$ cat src/rtl/id_ex_operand_stage_if.sv
// ID/EX operand stage bundle: ID-stage instruction fields, forwarding
// sources from EX/MEM/WB, and the registered EX-side operand outputs.
interface id_ex_operand_stage_if #(
  parameter int unsigned DW = 32,
  parameter int unsigned AW = 5
);
  // ID-stage instruction bundle
  logic          id_valid;
  logic [DW-1:0] id_ins;
  logic [DW-1:0] id_rs_data;
  logic [DW-1:0] id_rt_data;
  logic [DW-1:0] id_imm_ext;
  logic [2:0]    id_aluop;
  logic          id_sll_slt;
  logic          id_alusrc;
  logic          id_use_rs;
  logic          id_use_rt;
  logic [AW-1:0] id_wa;
  logic          id_regwrite;
  logic          id_memread;
  logic          flush;

  // Forwarding sources
  logic [DW-1:0] ex_result;
  logic          mem_regwrite;
  logic          mem_memread;
  logic [AW-1:0] mem_wa;
  logic [DW-1:0] mem_result;
  logic          wb_regwrite;
  logic [AW-1:0] wb_wa;
  logic [DW-1:0] wb_wdata;

  // Stage outputs
  logic          stall;
  logic [DW-1:0] rs_out;
  logic [DW-1:0] rt_out;
  logic [DW-1:0] imm_ext;
  logic [DW-1:0] ins;
  logic [2:0]    aluop;
  logic          sll_slt;
  logic          alusrc;
  logic          ex_valid;
  logic          ex_regwrite;
  logic          ex_memread;
  logic [AW-1:0] ex_wa;
  logic [15:0]   stall_cnt;

  modport master (
    output id_valid, id_ins, id_rs_data, id_rt_data, id_imm_ext, id_aluop,
           id_sll_slt, id_alusrc, id_use_rs, id_use_rt, id_wa, id_regwrite,
           id_memread, flush, ex_result, mem_regwrite, mem_memread, mem_wa,
           mem_result, wb_regwrite, wb_wa, wb_wdata,
    input  stall, rs_out, rt_out, imm_ext, ins, aluop, sll_slt, alusrc,
           ex_valid, ex_regwrite, ex_memread, ex_wa, stall_cnt
  );

  modport slave (
    input  id_valid, id_ins, id_rs_data, id_rt_data, id_imm_ext, id_aluop,
           id_sll_slt, id_alusrc, id_use_rs, id_use_rt, id_wa, id_regwrite,
           id_memread, flush, ex_result, mem_regwrite, mem_memread, mem_wa,
           mem_result, wb_regwrite, wb_wa, wb_wdata,
    output stall, rs_out, rt_out, imm_ext, ins, aluop, sll_slt, alusrc,
           ex_valid, ex_regwrite, ex_memread, ex_wa, stall_cnt
  );
endinterface

$ cat src/rtl/id_ex_operand_stage.sv
// ID/EX pipeline register: forwards EX/MEM/WB results into the ALU operands,
// stalls on load-use hazards and inserts bubbles on stall, flush or idle ID.
module id_ex_operand_stage #(
  parameter int unsigned DW = 32,
  parameter int unsigned AW = 5
) (
  input  logic                  clk,
  input  logic                  reset_n,
  id_ex_operand_stage_if.slave  bus
);

  logic [DW-1:0] rs_out_q, rt_out_q, imm_ext_q, ins_q;
  logic [2:0]    aluop_q;
  logic          sll_slt_q, alusrc_q;
  logic          ex_valid_q, ex_regwrite_q, ex_memread_q;
  logic [AW-1:0] ex_wa_q;
  logic [15:0]   stall_cnt_q, stall_cnt_d;

  logic [AW-1:0] rs_a, rt_a;
  logic          ex_hit_rs, ex_hit_rt, mem_hit_rs, mem_hit_rt, wb_hit_rs, wb_hit_rt;
  logic          ld_rs, ld_rt, stall_now, bubble;
  logic [DW-1:0] rs_fwd, rt_fwd;

  assign rs_a = bus.id_ins[21 +: AW];
  assign rt_a = bus.id_ins[16 +: AW];

  function automatic logic hit(input logic we, input logic [AW-1:0] wa,
                               input logic [AW-1:0] r);
    return we && (wa == r) && (r != '0);
  endfunction

  // Youngest non-load producer wins; register 0 is hard-wired to zero.
  function automatic logic [DW-1:0] pick(input logic [AW-1:0] r, input logic [DW-1:0] grf,
                                         input logic use_ex, input logic use_mem,
                                         input logic use_wb, input logic [DW-1:0] ex_v,
                                         input logic [DW-1:0] mem_v, input logic [DW-1:0] wb_v);
    if (r == '0)   return '0;
    if (use_ex)    return ex_v;
    if (use_mem)   return mem_v;
    if (use_wb)    return wb_v;
    return grf;
  endfunction

  // Source matching, operand forwarding and load-use hazard detection
  always_comb begin
    ex_hit_rs  = hit(ex_valid_q & ex_regwrite_q, ex_wa_q, rs_a);
    ex_hit_rt  = hit(ex_valid_q & ex_regwrite_q, ex_wa_q, rt_a);
    mem_hit_rs = hit(bus.mem_regwrite, bus.mem_wa, rs_a);
    mem_hit_rt = hit(bus.mem_regwrite, bus.mem_wa, rt_a);
    wb_hit_rs  = hit(bus.wb_regwrite, bus.wb_wa, rs_a);
    wb_hit_rt  = hit(bus.wb_regwrite, bus.wb_wa, rt_a);

    rs_fwd = pick(rs_a, bus.id_rs_data, ex_hit_rs & ~ex_memread_q,
                  mem_hit_rs & ~bus.mem_memread, wb_hit_rs,
                  bus.ex_result, bus.mem_result, bus.wb_wdata);
    rt_fwd = pick(rt_a, bus.id_rt_data, ex_hit_rt & ~ex_memread_q,
                  mem_hit_rt & ~bus.mem_memread, wb_hit_rt,
                  bus.ex_result, bus.mem_result, bus.wb_wdata);

    ld_rs = (ex_hit_rs & ex_memread_q) | (mem_hit_rs & bus.mem_memread);
    ld_rt = (ex_hit_rt & ex_memread_q) | (mem_hit_rt & bus.mem_memread);

    // A taken branch discards the consumer, so it never has to wait.
    stall_now = bus.id_valid & ((bus.id_use_rs & ld_rs) | (bus.id_use_rt & ld_rt))
                & ~bus.flush;
    bubble    = bus.flush | stall_now | ~bus.id_valid;

    stall_cnt_d = stall_cnt_q;
    if (stall_now && (stall_cnt_q != '1)) stall_cnt_d = stall_cnt_q + 16'd1;
  end

  // Pipeline register: bubble or forwarded ID bundle
  always_ff @(posedge clk or negedge reset_n) begin
    if (!reset_n) begin
      rs_out_q <= '0; rt_out_q <= '0; imm_ext_q <= '0; ins_q <= '0;
      aluop_q <= '0; sll_slt_q <= 1'b0; alusrc_q <= 1'b0;
      ex_valid_q <= 1'b0; ex_regwrite_q <= 1'b0; ex_memread_q <= 1'b0; ex_wa_q <= '0;
    end else if (bubble) begin
      rs_out_q <= '0; rt_out_q <= '0; imm_ext_q <= '0; ins_q <= '0;
      aluop_q <= '0; sll_slt_q <= 1'b0; alusrc_q <= 1'b0;
      ex_valid_q <= 1'b0; ex_regwrite_q <= 1'b0; ex_memread_q <= 1'b0; ex_wa_q <= '0;
    end else begin
      rs_out_q      <= rs_fwd;
      rt_out_q      <= rt_fwd;
      imm_ext_q     <= bus.id_imm_ext;
      ins_q         <= bus.id_ins;
      aluop_q       <= bus.id_aluop;
      sll_slt_q     <= bus.id_sll_slt;
      alusrc_q      <= bus.id_alusrc;
      ex_valid_q    <= 1'b1;
      ex_regwrite_q <= bus.id_regwrite;
      ex_memread_q  <= bus.id_memread;
      ex_wa_q       <= bus.id_wa;
    end
  end

  // Saturating stall-cycle counter
  always_ff @(posedge clk or negedge reset_n) begin
    if (!reset_n) stall_cnt_q <= '0;
    else          stall_cnt_q <= stall_cnt_d;
  end

  assign bus.stall       = stall_now;
  assign bus.rs_out      = rs_out_q;
  assign bus.rt_out      = rt_out_q;
  assign bus.imm_ext     = imm_ext_q;
  assign bus.ins         = ins_q;
  assign bus.aluop       = aluop_q;
  assign bus.sll_slt     = sll_slt_q;
  assign bus.alusrc      = alusrc_q;
  assign bus.ex_valid    = ex_valid_q;
  assign bus.ex_regwrite = ex_regwrite_q;
  assign bus.ex_memread  = ex_memread_q;
  assign bus.ex_wa       = ex_wa_q;
  assign bus.stall_cnt   = stall_cnt_q;

endmodule

$ cat src/flat_wrapper.sv
// flat-port wrapper written by rule: the top's interface ports become plain ports
module id_ex_operand_stage_flat 
#(
  parameter int unsigned DW = 32,
  parameter int unsigned AW = 5
)
  (clk, reset_n, bus_id_valid, bus_id_ins, bus_id_rs_data, bus_id_rt_data, bus_id_imm_ext, bus_id_aluop, bus_id_sll_slt, bus_id_alusrc, bus_id_use_rs, bus_id_use_rt, bus_id_wa, bus_id_regwrite, bus_id_memread, bus_flush, bus_ex_result, bus_mem_regwrite, bus_mem_memread, bus_mem_wa, bus_mem_result, bus_wb_regwrite, bus_wb_wa, bus_wb_wdata, bus_stall, bus_rs_out, bus_rt_out, bus_imm_ext, bus_ins, bus_aluop, bus_sll_slt, bus_alusrc, bus_ex_valid, bus_ex_regwrite, bus_ex_memread, bus_ex_wa, bus_stall_cnt);
  id_ex_operand_stage_if #(.DW(DW), .AW(AW)) bus_i ();
  input  logic clk;
  input  logic reset_n;
  input wire logic [$bits(bus_i.id_valid)-1:0] bus_id_valid;
  input wire logic [$bits(bus_i.id_ins)-1:0] bus_id_ins;
  input wire logic [$bits(bus_i.id_rs_data)-1:0] bus_id_rs_data;
  input wire logic [$bits(bus_i.id_rt_data)-1:0] bus_id_rt_data;
  input wire logic [$bits(bus_i.id_imm_ext)-1:0] bus_id_imm_ext;
  input wire logic [$bits(bus_i.id_aluop)-1:0] bus_id_aluop;
  input wire logic [$bits(bus_i.id_sll_slt)-1:0] bus_id_sll_slt;
  input wire logic [$bits(bus_i.id_alusrc)-1:0] bus_id_alusrc;
  input wire logic [$bits(bus_i.id_use_rs)-1:0] bus_id_use_rs;
  input wire logic [$bits(bus_i.id_use_rt)-1:0] bus_id_use_rt;
  input wire logic [$bits(bus_i.id_wa)-1:0] bus_id_wa;
  input wire logic [$bits(bus_i.id_regwrite)-1:0] bus_id_regwrite;
  input wire logic [$bits(bus_i.id_memread)-1:0] bus_id_memread;
  input wire logic [$bits(bus_i.flush)-1:0] bus_flush;
  input wire logic [$bits(bus_i.ex_result)-1:0] bus_ex_result;
  input wire logic [$bits(bus_i.mem_regwrite)-1:0] bus_mem_regwrite;
  input wire logic [$bits(bus_i.mem_memread)-1:0] bus_mem_memread;
  input wire logic [$bits(bus_i.mem_wa)-1:0] bus_mem_wa;
  input wire logic [$bits(bus_i.mem_result)-1:0] bus_mem_result;
  input wire logic [$bits(bus_i.wb_regwrite)-1:0] bus_wb_regwrite;
  input wire logic [$bits(bus_i.wb_wa)-1:0] bus_wb_wa;
  input wire logic [$bits(bus_i.wb_wdata)-1:0] bus_wb_wdata;
  output wire logic [$bits(bus_i.stall)-1:0] bus_stall;
  output wire logic [$bits(bus_i.rs_out)-1:0] bus_rs_out;
  output wire logic [$bits(bus_i.rt_out)-1:0] bus_rt_out;
  output wire logic [$bits(bus_i.imm_ext)-1:0] bus_imm_ext;
  output wire logic [$bits(bus_i.ins)-1:0] bus_ins;
  output wire logic [$bits(bus_i.aluop)-1:0] bus_aluop;
  output wire logic [$bits(bus_i.sll_slt)-1:0] bus_sll_slt;
  output wire logic [$bits(bus_i.alusrc)-1:0] bus_alusrc;
  output wire logic [$bits(bus_i.ex_valid)-1:0] bus_ex_valid;
  output wire logic [$bits(bus_i.ex_regwrite)-1:0] bus_ex_regwrite;
  output wire logic [$bits(bus_i.ex_memread)-1:0] bus_ex_memread;
  output wire logic [$bits(bus_i.ex_wa)-1:0] bus_ex_wa;
  output wire logic [$bits(bus_i.stall_cnt)-1:0] bus_stall_cnt;
  assign bus_i.id_valid = bus_id_valid;
  assign bus_i.id_ins = bus_id_ins;
  assign bus_i.id_rs_data = bus_id_rs_data;
  assign bus_i.id_rt_data = bus_id_rt_data;
  assign bus_i.id_imm_ext = bus_id_imm_ext;
  assign bus_i.id_aluop = bus_id_aluop;
  assign bus_i.id_sll_slt = bus_id_sll_slt;
  assign bus_i.id_alusrc = bus_id_alusrc;
  assign bus_i.id_use_rs = bus_id_use_rs;
  assign bus_i.id_use_rt = bus_id_use_rt;
  assign bus_i.id_wa = bus_id_wa;
  assign bus_i.id_regwrite = bus_id_regwrite;
  assign bus_i.id_memread = bus_id_memread;
  assign bus_i.flush = bus_flush;
  assign bus_i.ex_result = bus_ex_result;
  assign bus_i.mem_regwrite = bus_mem_regwrite;
  assign bus_i.mem_memread = bus_mem_memread;
  assign bus_i.mem_wa = bus_mem_wa;
  assign bus_i.mem_result = bus_mem_result;
  assign bus_i.wb_regwrite = bus_wb_regwrite;
  assign bus_i.wb_wa = bus_wb_wa;
  assign bus_i.wb_wdata = bus_wb_wdata;
  assign bus_stall = bus_i.stall;
  assign bus_rs_out = bus_i.rs_out;
  assign bus_rt_out = bus_i.rt_out;
  assign bus_imm_ext = bus_i.imm_ext;
  assign bus_ins = bus_i.ins;
  assign bus_aluop = bus_i.aluop;
  assign bus_sll_slt = bus_i.sll_slt;
  assign bus_alusrc = bus_i.alusrc;
  assign bus_ex_valid = bus_i.ex_valid;
  assign bus_ex_regwrite = bus_i.ex_regwrite;
  assign bus_ex_memread = bus_i.ex_memread;
  assign bus_ex_wa = bus_i.ex_wa;
  assign bus_stall_cnt = bus_i.stall_cnt;
  id_ex_operand_stage #(.DW(DW), .AW(AW)) u_core (.clk(clk), .reset_n(reset_n), .bus(bus_i));
endmodule
$ cat config.mk
export PLATFORM = sky130hd
export DESIGN_NAME = id_ex_operand_stage_flat
export DESIGN_NICKNAME = d
export VERILOG_FILES = /design/src/rtl/id_ex_operand_stage_if.sv /design/src/rtl/id_ex_operand_stage.sv /design/src/flat_wrapper.sv
export SDC_FILE = /design/constraint.sdc
export NUM_CORES = 1
export LEC_CHECK = 0
export ABC_AREA = 1
export BUFFER_PORTS_ARGS = -buffer_cell sky130_fd_sc_hd__buf_2
export CAP_MARGIN = 20
export CORE_AREA = 2 2 161 163
export CTS_BUF_LIST = sky130_fd_sc_hd__clkbuf_8 sky130_fd_sc_hd__clkbuf_16
export CTS_CLUSTER_DIAMETER = 120
export DETAILED_ROUTE_END_ITERATION = 10
export DIE_AREA = 0 0 163 165
export SETUP_SLACK_MARGIN = 0.1
export SLEW_MARGIN = 0
export SYNTH_ARGS = -nofsm -noshare
export SYNTH_HDL_FRONTEND = slang
export SYNTH_SLANG_ARGS = --single-unit
$ cat constraint.sdc
create_clock -name clk -period 2.7 [get_ports clk]
set_input_delay 0.27 -clock clk [delete_from_list [all_inputs] [get_ports clk]]
set_output_delay 0.27 -clock clk [all_outputs]
set_load 0.01 [all_outputs]
# After elaboration in Yosys (flattened, before gate mapping)
# Index checks and enable logic that the tools add are counted.
# word_totals
wordCells	106
in_bits	255
output_inout_bits	158
ff_bits	157
# op_classes
n_eq_ne	7
bitwise	22
reduce_logical	17
addsub	1
n_mux	47
# op_table
cell	count
2-to-1 mux 32 bit	20
== test 5 bit	6
2-to-1 mux 1 bit	25
adder 16 x 1 -> 16 bit (second input constant)	1
!= test 16 bit (second input constant)	1
bitwise AND 1 bit	13
logical AND 1 bit	13
zero test 5 bit	2
nonzero test 5 bit	2
2-to-1 mux 5 bit	1
OR 1 bit	5
NOT 1 bit	4
2-to-1 mux 3 bit	1

# Depth between registers and ports, before layout
# Gate-level depths: netlist of the first run.
# logic_depth
depth_word	16
depth_mapped	15
depth_no_buf	13

# Worst setup path after synthesis of the first run
# OpenSTA, ideal clock, no wires.
# synth_timing
path_kind	register to register
start	register u_core.stall_cnt_q[0], in the netlist u_core.bus.stall_cnt[0]
end	register u_core.stall_cnt_q[14], in the netlist u_core.bus.stall_cnt[14]
arrival_time_ns	1.701
n_path_buf	1
setup_ns	0.066
setup_slack_ns	0.933
synth_period_minus_slack_ns	1.767
required_time_ns	2.634
path_stages_with_launch	9
path_cell_list	dfrtp_1 -> ha_1 -> nand3_1 -> nor2_1 -> nand4_2 -> nand3_2 -> buf_2 -> nand2_1 -> nand2_1
# synth_between
elab_chain_cells	2
word_cells_on_any_way	3
classes_between	1 x add/sub; 1 x eq/ne; 1 x reduce/logical
# synth_lines
item	line	text
start: declaration	id_ex_operand_stage.sv:17	logic [15:0] stall_cnt_q, stall_cnt_d;
start signal: assignment	id_ex_operand_stage.sv:100	else stall_cnt_q <= stall_cnt_d;
branches (longest 2 deep; another with adder 16 x 1 -> 16 bit)	n/a	
# Several ways; the timed one is not identified.
# A chain may end at the register's enable or synchronous reset.

# Final worst setup path of the first run
# layout_timing
start	register u_core.ex_wa_q[1], in the netlist u_core.bus.ex_wa[1]
end	output bus_stall
# layout_between
elab_chain_cells	9
word_cells_on_any_way	15
classes_between	2 x eq/ne; 9 x bitwise; 4 x reduce/logical
# layout_lines
item	line	text
start: declaration	id_ex_operand_stage.sv:16	logic [AW-1:0] ex_wa_q;
start signal: assignment	id_ex_operand_stage.sv:93	ex_wa_q <= bus.id_wa;
== test 5 bit	id_ex_operand_stage.sv:29	return we && (wa == r) && (r != '0);
logical AND 1 bit (2 in a row)	id_ex_operand_stage.sv:29	
bitwise AND 1 bit (on tied branches)	id_ex_operand_stage.sv:60, id_ex_operand_stage.sv:61	
OR 1 bit (on tied branches)	id_ex_operand_stage.sv:60, id_ex_operand_stage.sv:61	
bitwise AND 1 bit	id_ex_operand_stage.sv:64	stall_now = bus.id_valid & ((bus.id_use_rs & ld_rs) | (bus.id_use_rt & ld_rt))
OR 1 bit (*)	id_ex_operand_stage.sv:64	
bitwise AND 1 bit (*)	id_ex_operand_stage.sv:64	
bitwise AND 1 bit (*)	id_ex_operand_stage.sv:65	& ~bus.flush;
end: declaration	flat_wrapper.sv:33	output wire logic [$bits(bus_i.stall)-1:0] bus_stall;
# Every way passes the cells marked *; elsewhere a longest branch is shown, timed or not.

==> key figures, run 1 <==
Run status
  • Status: finished, final reports clean

STA
  • Final setup vio count: 0
  • Slew HR: 0.405
  • Hold_ws: 0.0403 ns
  • Final-report hold violation count: 0
  • Fin crit period: 2.35 ns
  • Max Transition Viols Final: 0
  • Clk_skew: 0.0155 ns
  • Final Cycle Share: 0.870
  • RSZ-0062 raised after global routing: no
  • Worst-Margin Slew: 0.890 ns
  • Max Clock Freq: 426 MHz
  • Setup tns final: 0 ns

Synth
  • Synth unique cells: 29
  • Synth area leaders: dfrtp_1 44%, nand2_1 15%, inv_1 13%
  • Post-synth ARST share: 1.00
  • Seq/Total Area, Yosys: 0.435
  • Leading area contributor after synthesis: dfrtp_1
  • Commonest cells in the synthesized netlist: 367 x nand2_1, 324 x inv_1, 157 x dfrtp_1
  • Post-Synthesis Net Count: 1613
  • Post-Syn Area: 9030 µm²
  • Yosys reg bits: 157
  • Count leader, synth: nand2_1
  • Syn. warnings: 0
  • Avg Inst Size Synth: 6.65 µm²
  • Dominant register cell in the synthesized netlist: dfrtp_1
  • Post-synth EDFFs: 0
  • Share of the synthesized area in the top cell type: 0.435
  • Post-synthesis cell count: 1357

Global route
  • Initial antenna violation count: 4
  • Number of global-route vias before repair: 9425
  • GRT overflow: 0
  • Pin count of the biggest net entering global routing: 78
  • Total Routing Usage GR: 0.251
  • First-pass GRT wire length: 51.5 mm

Hold path
  • Worst min-delay path category: in -> reg
  • WHS Path Cells: 3
  • Hold_sp: bus_id_imm_ext[25]
  • Worst hold path endpoint: u_core.bus.imm_ext[25]$_DFF_PN0_

Floorplanning
  • Die Y: 165 µm
  • Width of the die: 163 µm
  • Row cnt: 58
  • Die ar.: 26900 µm²
  • Initial Util: 0.361
  • Core area: 25000 µm²
  • Ports: 413

Clock tree
  • Num CTS Buffers: 17
  • Worst-case clock buffer depth: 2
  • Worst-skew pair later-pin latency: 0.43 ns
  • CTS tree: yes
  • CTS Sinks: 157
  • H-Tree Depth: 4
  • Reg clk slew, reported paths: 0.08 ns
  • Root Buffer: clkbuf_16
  • Post-CTS setup buffers: 0

Placement
  • Global placement routability congestion: 0.889
  • # port buffers: 412
  • HPWL Detailed: 25.2 mm

Finish
  • Fin nets: 2009
  • P&R area growth vs syn: 34.4%
  • # fillers: 2617
  • Multi-input logic area: 3580 µm²
  • Share of layout cells above drive strength 1: 0.287
  • Storage element area: 3930 µm²

Detailed routing
  • DR vias: 9763
  • WL final: 33.8 mm
  • Wire per inst: 16.1 µm
  • DR pass1 iterations: 5
  • Via-to-Cell Ratio: 4.65
  • ANT nets after route: 0
  • DRT iter0 DRCs: 774
  • Residual DRC: 0

Job
  • Max Cap Viol: 0

Setup path
  • Setup crit end kind: output port
  • Slowest stage cell, crit path: dfrtp_1
  • Reg-to-Reg Start: u_core.bus.stall_cnt[0]$_DFFE_PN0P_
  • R2R cell count: 7
  • Worst Setup Path Type: reg -> out
  • Buf/Inv on CP: 2
  • Worst EP arrival: 2.08 ns
  • Cell family with most CP delay: simple AND/OR/NAND/NOR gates
  • Required time worst endpoint: 2.43 ns
  • Type of origin of the critical path: register
  • R2r endpoint: u_core.bus.stall_cnt[4]$_DFFE_PN0P_
  • Reg-to-reg slack, setup: 0.59 ns
  • CP max FO: 19
  • Top cell by count, worst path: nand2_1
  • CP max stage delay: 0.44 ns
  • Chain of cells forming the critical path: xnor2_1 > nand2_1 > nor2_1 > nand3_1 > nand2_1 > nand2_1 > nand2_4 > inv_4 > nor3_1 > buf_2

Pwr
  • IR Drop Worst-Case VDD: 0.455 mV
  • Total Power: 5.86 mW
  • PwrDens: 482 nW/µm²
  • Lkg Pwr: 7.77 nW
-- state kept, by name, indices dropped and copies added (netlist names), 3 cells and up --
| register | flops |
|---|---|
| u_core.bus.stall_cnt | 16 |
| u_core.bus.ins | 32 |
| u_core.bus.rt_out | 32 |
| u_core.bus.rs_out | 32 |
| u_core.bus.ex_wa | 5 |
| u_core.bus.aluop | 3 |
| u_core.bus.imm_ext | 32 |
-- worst max path at each step --
stage                                   startpoint                                    to  cells after the start  slack (ns)
3_3_place_gp                        bus_id_ins[23]       u_core.bus.rs_out[18]$_DFF_PN0_                     11        0.55
6_report             u_core.bus.ex_wa[1]$_DFF_PN0_                             bus_stall                     10        0.35
3_5_place_dp                        bus_id_ins[20]       u_core.bus.rt_out[28]$_DFF_PN0_                     13        0.54
4_1_cts              u_core.bus.ex_wa[1]$_DFF_PN0_                             bus_stall                     11        0.36
5_1_grt              u_core.bus.ex_wa[2]$_DFF_PN0_                             bus_stall                     12        0.13
2_1_floorplan  u_core.bus.stall_cnt[0]$_DFFE_PN0P_  u_core.bus.stall_cnt[14]$_DFFE_PN0P_                      8        0.93
-- power by group --
group,internal [mW],total [mW],switching [mW],leakage [nW]
Combinational,0.355,0.915,0.560,5.35
Clock,1.26,2.46,1.20,0.297
Sequential,2.44,2.48,0.0380,2.12
-- cell usage in the layout, fill, tap and decap left out, types with 3 or more instances in the layout --
cell / count
nor2_4: 3
nand2_1: 367
buf_2: 411
nor3_1: 5
nand3_2: 6
inv_2: 11
nand4_1: 19
nor2_2: 11
buf_12: 5
dfrtp_1: 157
buf_4: 20
nor2_1: 148
xor2_1: 9
clkbuf_16: 17
a21oi_1: 3
nand3_1: 147
inv_1: 324
clkinv_8: 5
clkinv_4: 3
o21ai_1: 17
xnor2_1: 12
inv_8: 6
o21ai_0: 47
-- repair_timing --
item / 4_1_cts / 5_1_grt
hold buffers: 1 / 0
endpoints found under the hold margin: 68 / 0
resized for setup: 0 / 0
-- cells by family (layout without fill, tap and decap cells) --
kind of cell	after synthesis	in the layout	synth area share
compound gates	67	67	0.0371
other cells	0	2	0
buf+inv	398	807	0.172
flops	157	157	0.435
xor+xnor	21	21	0.0204
fa+ha+maj	1	1	0.00139
simple gates	713	713	0.334
-- worst register-to-register path, delay by kind of cell (launching register included) --
family / cells / cell delay (ns)
DFF: 1 / 0.49
and+or+nand+nor: 6 / 1.32
adders and majority gates: 1 / 0.24
-- stage by stage --
step / util / std cells / setup WS [ns] / instance area [µm²]
finish: 0.485 / 2098 / 0.351 / 12100
global route: 0.485 / 2097 / 0.129 / 12100
CTS: 0.485 / 2096 / 0.355 / 12100
detailed placement: 0.460 / 2063 / 0.545 / 11500
global placement: 0.460 / 2063 / 0.551 / 11500
floorplan: - / 1357 / 0.933 / 9030
-- metal layers --
layer / GRT usage / vias to the layer above / wire length (µm)
met3: 0.0497 / 47 / 2850
met5: 0 / - / 0
met2: 0.445 / 475 / 16700
li1: - / 4767 / -
met4: 0.0716 / 0 / 618
met1: 0.310 / 4474 / 13600
-- cell type report --
class	count	share of cell area
repair buffers	438	0.192
well taps	330	0.0340
inverters	337	0.104
clock buffers	17	0.0351
diodes	2	0.000412
clock inverters	15	0.0152
multi-input cells	802	0.295
flip-flops and latches	157	0.324
Note: power is estimated with default switching activity, not from simulation.
==> inputs of run 2 (changes only) <==
- ABC_AREA: 1 -> 0
- CORE_AREA: 2 2 161 163 -> 2 2 162 164
- DIE_AREA: 0 0 163 165 -> 0 0 164 166
- MAX_ROUTING_LAYER: default -> met4
==> key figures, run 2 <==
STA
  • Worst setup margin: 0.271 ns (-0.0801 ns)
  • Max Transition Viols Final: 0 (unchanged)
  • Final Cycle Share: 0.900 (+0.0297)
  • RSZ-0062 raised after global routing: no
  • Worst-Margin Slew: 1.03 ns (+0.136 ns)
  • Final-report hold violation count: 0 (unchanged)
  • Setup tns final: 0 ns (unchanged)
  • Slew HR: 0.312 (-0.0922)
  • Final setup vio count: 0 (unchanged)
  • Max Clock Freq: 412 MHz (-3.3%)
  • Fin crit period: 2.43 ns (+0.0801 ns)
  • Clk_skew: 0.0224 ns (+0.00695 ns)
  • Hold_ws: 0.0372 ns (-0.00304 ns)

Synth
  • Post-synth ARST share: 1.00 (unchanged)
  • Commonest cells in the synthesized netlist: 157 x dfrtp_1, 76 x and2_1, 68 x a21oi_1, 68 x nor3_1, 67 x nor2_1
  • Post-synth EDFFs: 0 (unchanged)
  • Seq/Total Area, Yosys: 0.510 (+0.0748)
  • Avg Inst Size Synth: 9.50 µm² (+43%)
  • Synth area leaders: dfrtp_1 51%, and2_1 6.2%, a21oi_1 4.4%
  • Leading area contributor after synthesis: dfrtp_1
  • Post-Synthesis Net Count: 1067 (-34%)
  • Synth unique cells: 40 (+38%)
  • Yosys reg bits: 157 (unchanged)
  • Post-synthesis cell count: 811 (-40%)
  • Dominant register cell in the synthesized netlist: dfrtp_1
  • Share of the synthesized area in the top cell type: 0.510 (+0.0748)
  • Post-Syn Area: 7700 µm² (-15%)
  • Syn. warnings: 0 (unchanged)
  • Count leader, synth: dfrtp_1

Setup path
  • Setup crit end kind: output port
  • Buf/Inv on CP: 2 (unchanged)
  • Worst Setup Path Type: reg -> out
  • CP max FO: 6 (-13)
  • Worst EP arrival: 2.16 ns (+0.08 ns)
  • Slowest stage cell, crit path: dfrtp_1
  • Cell family with most CP delay: simple AND/OR/NAND/NOR gates
  • CP max stage delay: 0.43 ns (about the same)
  • Required time worst endpoint: 2.43 ns (about the same)
  • Chain of cells forming the critical path: xor2_1 > nor4_2 > and4_4 > o21ai_4 > buf_8 > a21oi_2 > buf_2
  • Type of origin of the critical path: register

Clock tree
  • Worst-case clock buffer depth: 2 (unchanged)
  • Reg clk slew, reported paths: 0.08 ns (about the same)
  • H-Tree Depth: 4 (unchanged)
  • Root Buffer: clkbuf_16
  • Worst-skew pair later-pin latency: 0.43 ns (about the same)
  • CTS tree: yes
  • Num CTS Buffers: 17 (unchanged)
  • CTS Sinks: 157 (unchanged)

Global route
  • First-pass GRT wire length: 44.5 mm (-13%)
  • Number of global-route vias before repair: 7817 (-17%)
  • Total Routing Usage GR: 0.220 (-0.0306)
  • GRT overflow: 0 (unchanged)
  • Initial antenna violation count: 5 (+1)
  • Pin count of the biggest net entering global routing: 91 (+17%)

Floorplanning
  • Die Y: 166 µm (+0.61%)
  • Die ar.: 27200 µm² (+1.2%)
  • Initial Util: 0.301 (-0.0599)
  • Ports: 413 (unchanged)
  • Row cnt: 59 (+1.7%)
  • Core area: 25600 µm² (+2.3%)
  • Width of the die: 164 µm (+0.61%)

Placement
  • # port buffers: 412 (unchanged)
  • HPWL Detailed: 21.1 mm (-16%)
  • Global placement routability congestion: 0.937 (+5.5%)
  • Worst slack at placement: 0.136 ns (-0.409 ns)

Pwr
  • Total Power: 5.79 mW (-1.2%)
  • Lkg Pwr: 5.86 nW (-25%)
  • IR Drop Worst-Case VDD: 0.361 mV (-21%)
  • PwrDens: 527 nW/µm² (+9.2%)

Finish
  • Commonest cells after routing, fill and taps aside: 411 x buf_2, 157 x dfrtp_1, 76 x and2_1
  • Fin nets: 1466 (-27%)
  • P&R area growth vs syn: 42.6%
  • Most common cell after layout, fill and taps aside: buf_2
  • Share of layout cells above drive strength 1: 0.404 (+0.117)
  • Layout Utilization: 0.429 (-0.0560)

Detailed routing
  • DRT iter0 DRCs: 776 (+0.26%)
  • Via-to-Cell Ratio: 5.06 (+8.6%)
  • WL final: 29.8 mm (-12%)
  • Wire per inst: 19.0 µm (+18%)
  • DR vias: 7902 (-19%)
  • DR pass1 iterations: 5 (unchanged)
  • Residual DRC: 0 (unchanged)
  • ANT nets after route: 0 (unchanged)

Run status
  • Status: finished, final reports clean

Job
  • Max Cap Viol: 0 (unchanged)

Hold path
  • Worst min-delay path category: in -> reg
==> run 2: final cells by class <==
cell class                 count  area (µm²)
fill                        2564       14600
sequential                   157        3930
multi-input combinational    552        3390
timing repair buffer         445        2480
clock buffer                  17         425
tap                          335         419
clock inverter                15         186
inverter                      37         139
antenna                        5        12.5
==> run 2: power breakdown <==
part	internal (mW)	total (mW)	switching [mW]
registers	2.44	2.47	0.0314
logic	0.376	0.824	0.447
clock network	1.26	2.49	1.23
==> run 2: logic make-up after synthesis <==
kind of cell | share of synthesized area
fa+ha+maj | 0.00162
compound gates | 0.189
buf+inv | 0.0552
flops | 0.510
mux | 0.00438
xor+xnor | 0.0489
simple gates | 0.191
==> run 2: metrics by stage <==
| step | cell area, µm² | cells |
|---|---|---|
| after detailed placement | 10200 | 1518 |
| after floorplan | 7700 | 811 |
| after CTS | 10900 | 1551 |
| after global routing | 11000 | 1563 |
| final | 11000 | 1563 |
| after global placement | 10200 | 1518 |
==> run 2: what timing repair did <==
item,CTS,global route
hold endpoints to repair,157,0
pin swaps,0,4
setup endpoints to repair,1,2
resized for setup,1,7
gates cloned,0,1
hold buffers,1,0
setup buffers,0,6
==> run 2: layer usage <==
metal  track usage  wire length [µm]
met5             -                 0
met4        0.0667               509
met2         0.374             14900
met1         0.260             11800
met3        0.0492              2500
==> run 2: path summary, 6_finish.rpt <==
check | start | end | slack (ns) | cells past startpoint
max in group asynchronous | reset_n | u_core.bus.ins[21]$_DFF_PN0_ | 1.83 | 3
hold reg to reg | u_core.bus.stall_cnt[10]$_DFFE_PN0P_ | u_core.bus.stall_cnt[10]$_DFFE_PN0P_ | 0.49 | 1
min in group asynchronous | reset_n | u_core.bus.imm_ext[13]$_DFF_PN0_ | 0.18 | 2
setup / recovery | u_core.bus.ex_wa[0]$_DFF_PN0_ | bus_stall | 0.27 | 7
hold / removal | bus_id_imm_ext[19] | u_core.bus.imm_ext[19]$_DFF_PN0_ | 0.04 | 2
setup reg to reg | u_core.bus.ex_wa[0]$_DFF_PN0_ | u_core.bus.stall_cnt[12]$_DFFE_PN0P_ | 0.32 | 9
==> run 2: worst register-to-register path: cells and delay by family, from the launching register on <==
family,cells,cell delay (ns)
buffers and inverters,3,0.46
muxes,1,0.35
AOI/OAI and AO/OA,2,0.23
xor gates and xnor gates,1,0.16
DFF,1,0.43
and+or+nand+nor,2,0.64
